`src/rtl/serial_subtractor_if.sv`:
```
// rtl/serial_subtractor_if.sv - start/busy/done handshake and operand/result bus of the serial subtractor
interface serial_subtractor_if #(
  parameter int WIDTH = 8
);

  logic             start;
  logic [WIDTH-1:0] a;
  logic [WIDTH-1:0] b;
  logic             busy;
  logic             done;
  logic [WIDTH-1:0] diff;
  logic             borrow;

  // Requester side: issues operands and start, observes status and result.
  modport master (
    output start, a, b,
    input  busy, done, diff, borrow
  );

  // Subtractor side.
  modport slave (
    input  start, a, b,
    output busy, done, diff, borrow
  );

endinterface

```
`src/rtl/serial_subtractor.sv`:
```
// rtl/serial_subtractor.sv - bit-serial unsigned subtractor, LSB first, one borrow flop
module serial_subtractor #(
  parameter int WIDTH = 8
) (
  input  logic              clk,
  input  logic              rst,
  serial_subtractor_if.slave bus_if
);

  // Counter sized to hold 0..WIDTH; it never wraps inside one operation.
  localparam int CNT_W = $clog2(WIDTH + 1);

  typedef enum logic [1:0] {
    IDLE = 2'd0,
    RUN  = 2'd1,
    DONE = 2'd2
  } state_t;

  state_t           state_q;
  logic [WIDTH-1:0] sa_q;
  logic [WIDTH-1:0] sb_q;
  logic [WIDTH-1:0] res_q;
  logic [WIDTH-1:0] diff_q;
  logic [CNT_W-1:0] cnt_q;
  logic             br_q;
  logic             busy_q;
  logic             done_q;
  logic             borrow_q;

  logic             ai;
  logic             bi;
  logic             d_bit;
  logic             br_d;
  logic [WIDTH-1:0] res_d;
  logic             last_bit;

  // One full-subtract slice on the current LSBs, plus the result shift-in.
  always_comb begin
    ai       = sa_q[0];
    bi       = sb_q[0];
    d_bit    = ai ^ bi ^ br_q;
    br_d     = (~ai & bi) | (~(ai ^ bi) & br_q);
    res_d    = {d_bit, res_q[WIDTH-1:1]};
    last_bit = (cnt_q == CNT_W'(WIDTH - 1));
  end

  // Control FSM with all datapath registers and registered outputs.
  always_ff @(posedge clk or posedge rst) begin
    if (rst) begin
      state_q  <= IDLE;
      sa_q     <= '0;
      sb_q     <= '0;
      res_q    <= '0;
      diff_q   <= '0;
      cnt_q    <= '0;
      br_q     <= 1'b0;
      busy_q   <= 1'b0;
      done_q   <= 1'b0;
      borrow_q <= 1'b0;
    end else begin
      unique case (state_q)
        IDLE, DONE: begin
          // done is a single-cycle pulse; it drops on any exit from DONE.
          done_q <= 1'b0;
          if (bus_if.start) begin
            sa_q    <= bus_if.a;
            sb_q    <= bus_if.b;
            res_q   <= '0;
            br_q    <= 1'b0;
            cnt_q   <= '0;
            busy_q  <= 1'b1;
            state_q <= RUN;
          end else begin
            state_q <= IDLE;
          end
        end

        RUN: begin
          // start is deliberately not looked at here: no restart, no queuing.
          sa_q  <= {1'b0, sa_q[WIDTH-1:1]};
          sb_q  <= {1'b0, sb_q[WIDTH-1:1]};
          res_q <= res_d;
          br_q  <= br_d;
          cnt_q <= cnt_q + 1'b1;
          if (last_bit) begin
            // Result is published straight from the shift-in of the final bit.
            diff_q   <= res_d;
            borrow_q <= br_d;
            busy_q   <= 1'b0;
            done_q   <= 1'b1;
            state_q  <= DONE;
          end
        end

        default: begin
          busy_q  <= 1'b0;
          done_q  <= 1'b0;
          state_q <= IDLE;
        end
      endcase
    end
  end

  assign bus_if.busy   = busy_q;
  assign bus_if.done   = done_q;
  assign bus_if.diff   = diff_q;
  assign bus_if.borrow = borrow_q;

endmodule

```
`src/flat_wrapper.sv`:
```
// flat-port wrapper written by rule: the top's interface ports become plain ports
module serial_subtractor_flat 
#(
  parameter int WIDTH = 8
)
  (clk, rst, bus_if_start, bus_if_a, bus_if_b, bus_if_busy, bus_if_done, bus_if_diff, bus_if_borrow);
  serial_subtractor_if #(.WIDTH(WIDTH)) bus_if_i ();
  input  logic clk;
  input  logic rst;
  input wire logic [$bits(bus_if_i.start)-1:0] bus_if_start;
  input wire logic [$bits(bus_if_i.a)-1:0] bus_if_a;
  input wire logic [$bits(bus_if_i.b)-1:0] bus_if_b;
  output wire logic [$bits(bus_if_i.busy)-1:0] bus_if_busy;
  output wire logic [$bits(bus_if_i.done)-1:0] bus_if_done;
  output wire logic [$bits(bus_if_i.diff)-1:0] bus_if_diff;
  output wire logic [$bits(bus_if_i.borrow)-1:0] bus_if_borrow;
  assign bus_if_i.start = bus_if_start;
  assign bus_if_i.a = bus_if_a;
  assign bus_if_i.b = bus_if_b;
  assign bus_if_busy = bus_if_i.busy;
  assign bus_if_done = bus_if_i.done;
  assign bus_if_diff = bus_if_i.diff;
  assign bus_if_borrow = bus_if_i.borrow;
  serial_subtractor #(.WIDTH(WIDTH)) u_core (.clk(clk), .rst(rst), .bus_if(bus_if_i));
endmodule
```
`config.mk`:
```
export PLATFORM = sky130hd
export DESIGN_NAME = serial_subtractor_flat
export DESIGN_NICKNAME = d
export VERILOG_FILES = /design/src/rtl/serial_subtractor_if.sv /design/src/rtl/serial_subtractor.sv /design/src/flat_wrapper.sv
export SDC_FILE = /design/constraint.sdc
export NUM_CORES = 1
export LEC_CHECK = 0
export BUFFER_PORTS_ARGS = -buffer_cell sky130_fd_sc_hd__clkbuf_2
export CAP_MARGIN = 30
export CELL_PAD_IN_SITES_DETAIL_PLACEMENT = 0
export CELL_PAD_IN_SITES_GLOBAL_PLACEMENT = 2
export CORE_UTILIZATION = 35
export CTS_CLUSTER_SIZE = 10
export DETAILED_ROUTE_END_ITERATION = 8
export MAX_ROUTING_LAYER = met4
export PLACE_DENSITY_LB_ADDON = 0.1
export SLEW_MARGIN = 40
export SYNTH_ARGS = -nofsm -noshare
export SYNTH_HDL_FRONTEND = slang
export SYNTH_SLANG_ARGS = --single-unit
```
`constraint.sdc`:
```
create_clock -name clk -period 2.3 [get_ports clk]
set_clock_uncertainty 0.15 [all_clocks]
set_input_delay 0.115 -clock clk [delete_from_list [all_inputs] [get_ports clk]]
set_output_delay 0.115 -clock clk [all_outputs]
set_load 0.01 [all_outputs]
```
==> results.cfg <==
[run_status]
status = finished clean

[floorplanning]
fp.dieH_um = 71.60
start_util_pct = 37.64
coreArea_um2 = 4504
rows = 24
io_pins = 30
dieArea_um2 = 5127
die_x_um = 71.60

[global_routing]
gr-total-overflow = 0
grt_pass1_vias = 1265
antenna_found_initial = 0
grt_pass1_wl_mm = 5.885
globalRouteTotalUtil_pct = 15.52
grt_max_degree = 41

[pwr]
ir_worst_vdd_mv = 0.3807
p_leak_nw = 1.075
power.density_nw_per_um2 = 1325

[cts]
path_clk_slew_ns = 0.08
post-cts-setup-buffers = 0
cts_buffer_depth = 2
numCtsBuffers = 5
htree_levels = 2
clock_sinks = 40
clk_latency_ns = 0.28
cts-root-buf = clkbuf_8
cts-resized-gates = 0
cts_tree = built

[sta]
max_slew_margin_pct = 54.09
setup_violations = 0
fin_setup_tns_ns = 0
final_hold_viol_count = 0
rsz0062_at_grt = false
fin_ws_ns = 0.6230
slew_violations = 0
max_freq_ghz = 0.5963
period_needed_ns = 1.677
tightest_slew_ns = 0.6886
period_share_pct = 72.91

[critical_path]
r2r-end = u_core.bus_if.diff[0]$_DFFE_PP0P_
crit_fanout = 15
crit_start = u_core.state_q[0]$_DFFE_PP0P_
reg2reg_slack_ns = 0.62
critPathArrivalTime_ns = 1.69
cp-end-kind = register
rr_worst_depth = 3
start_kind = register
cp.required_ns = 2.31
rr_startpoint = u_core.state_q[0]$_DFFE_PP0P_
endpoint = u_core.bus_if.diff[0]$_DFFE_PP0P_
crit_type = reg -> reg

[synth]
postSynthAreaPerCell_um2 = 12.47
synthCells = 136
yosysSeqAreaShare_pct = 59.04
async_reset_ff_share_pct = 100.0
synth_fp_nets = 157
yosysWarnings = 0
synth_most_common_cell = dfrtp_1
ys_seq_elements = 40
synth_cell_types = 28
synth_top_area_share_pct = 59.04
yosys-top-cells-area = dfrtp_1 (59%), mux2_4 (7.1%), a22oi_1 (5.8%), a22o_1 (5.2%), nand3_1 (4.1%)
synth_area_um2 = 1695
synth_ff_type = dfrtp_1
synth_edf_count = 0
synth_common_cells = dfrtp_1 (40), nand2_1 (14), nand3_1 (14)
synth_area_leader_cell = dfrtp_1

[cells_and_area]
stdcell_count = 234
nFillCells = 429
syn2layout_area_growth_pct = 27.45
antenna_cells = 0
seqCellArea_um2 = 1001
final_nets = 202
multiInputGateArea_um2 = 615.6
drive_above_1_share_pct = 28.02
final_util_pct = 47.97

[placed_design]
pre_cts_ws_ns = 0.6109
dp.cells = 209
io_buffers = 29
place_congestion = 0.6635
dpl.hpwl_mm = 2.209

[route]
num_vias = 1189
first_pass_iters = 4
wl_per_cell_um = 14.29
drtAntennaViolNets = 0
drc = 0
drt_wl_total_mm = 3.343
viasPerCell = 5.081
initialDrtViolationCount = 93

[flow_run]
drv.max_cap_violation_count = 0

[worst_hold_path]
hp-class = in -> async
[timing repair]
action,in CTS,in global routing
hold endpoints to repair,56,0
endpoints found under the setup margin,0,0
hold buffers,17,0
[kinds of logic (layout without fill, tap and decap cells)]
| family | Yosys count | count (layout) | synth area share [%] |
|---|---|---|---|
| simple gates | 38 | 38 | 11.59 |
| buf+inv | 15 | 61 | 4.797 |
| flops | 40 | 40 | 59.04 |
| compound gates | 30 | 30 | 13.80 |
| fa+ha+maj | 2 | 2 | 1.919 |
| mux | 11 | 11 | 8.856 |
[report_power, final]
group,switching (W),leakage (nW),total [W],internal [W]
sequential,0.000194,0.499,0.00122,0.00102
clock,0.000228,0.0645,0.000611,0.000383
combinational,0.000522,0.512,0.00104,0.000515
[worst min-delay path by stage]
stage | startpoint | slack, ns | depth (start not counted) | to
after floorplan | bus_if_a[7] | 0.10 | 1 | u_core.sa_q[7]$_DFFE_PP0P_
after global placement | rst | 0.09 | 3 | u_core.cnt_q[2]$_DFFE_PP0P_
after detailed placement | rst | 0.10 | 3 | u_core.bus_if.busy$_DFFE_PP0P_
after CTS | rst | 0.34 | 4 | u_core.cnt_q[2]$_DFFE_PP0P_
after global routing | u_core.cnt_q[3]$_DFFE_PP0P_ | 0.35 | 1 | u_core.cnt_q[3]$_DFFE_PP0P_
final | rst | 0.33 | 4 | u_core.cnt_q[2]$_DFFE_PP0P_
[layout by cell type (no fill, tap or decap)]
cell type / count
nand3_1: 14
buf_4: 3
and3b_1: 1
clkbuf_8: 7
ha_1: 1
or2b_1: 1
nor2b_1: 1
o21a_1: 1
nand4_1: 1
a22oi_1: 13
nor3b_1: 1
nand2b_1: 1
a221o_1: 1
inv_1: 4
nor2b_4: 1
dlygate4sd3_1: 17
fa_1: 1
and2_4: 1
dfrtp_1: 40
mux2i_1: 3
mux2_4: 8
nor2_2: 1
a21o_1: 1
nor3_1: 1
o2bb2ai_1: 1
nand2_1: 14
bufinv_16: 1
a22o_1: 10
o21ai_0: 3
clkbuf_2: 29
[metal layers]
metal	up-vias	track usage [%]	wire length (um)	part of all wire, %
li1	572	-	-	-
met2	23	24.42	1589	48
met3	2	4.219	87	2.6
met4	0	4.575	25	0.75
met5	-	-	0	0
met1	592	19.69	1640	49
[flip-flops by register name, summed over array words and instances, names as in the netlist]
register              cells
u_core.cnt_q              4
u_core.bus_if.borrow      1
u_core.res_q              7
u_core.sb_q               8
u_core.state_q            2
u_core.br_q               1
u_core.bus_if.busy        1
u_core.sa_q               8
u_core.bus_if.diff        8
[critical path: stages, from the launching register on]
cell,delay [ns]
dfrtp_1,0.39
nor2b_4,0.38
and2_4,0.33
mux2_4,0.31
[cell type report]
class                           count  area share (%)
Sequential cell                    40           46.32
Multi-Input combinational cell     81           28.49
Timing Repair Buffer               49           15.63
Clock buffer                        7           4.459
Tap cell                           52           3.011
Clock inverter                      1           1.390
Inverter                            4          0.6948
[metrics by stage]
stage / hold WS, ns / area, um2 / power (W)
floorplan: 0.1047 / 1695 / 0.002003
global placement: 0.09226 / 1862 / 0.002227
detailed placement: 0.1046 / 1864 / 0.002269
CTS: 0.3449 / 2161 / 0.002918
global route: 0.3548 / 2161 / 0.003107
finish: 0.3294 / 2161 / 0.002863
No activity file was read; power rests on OpenSTA's default activity.
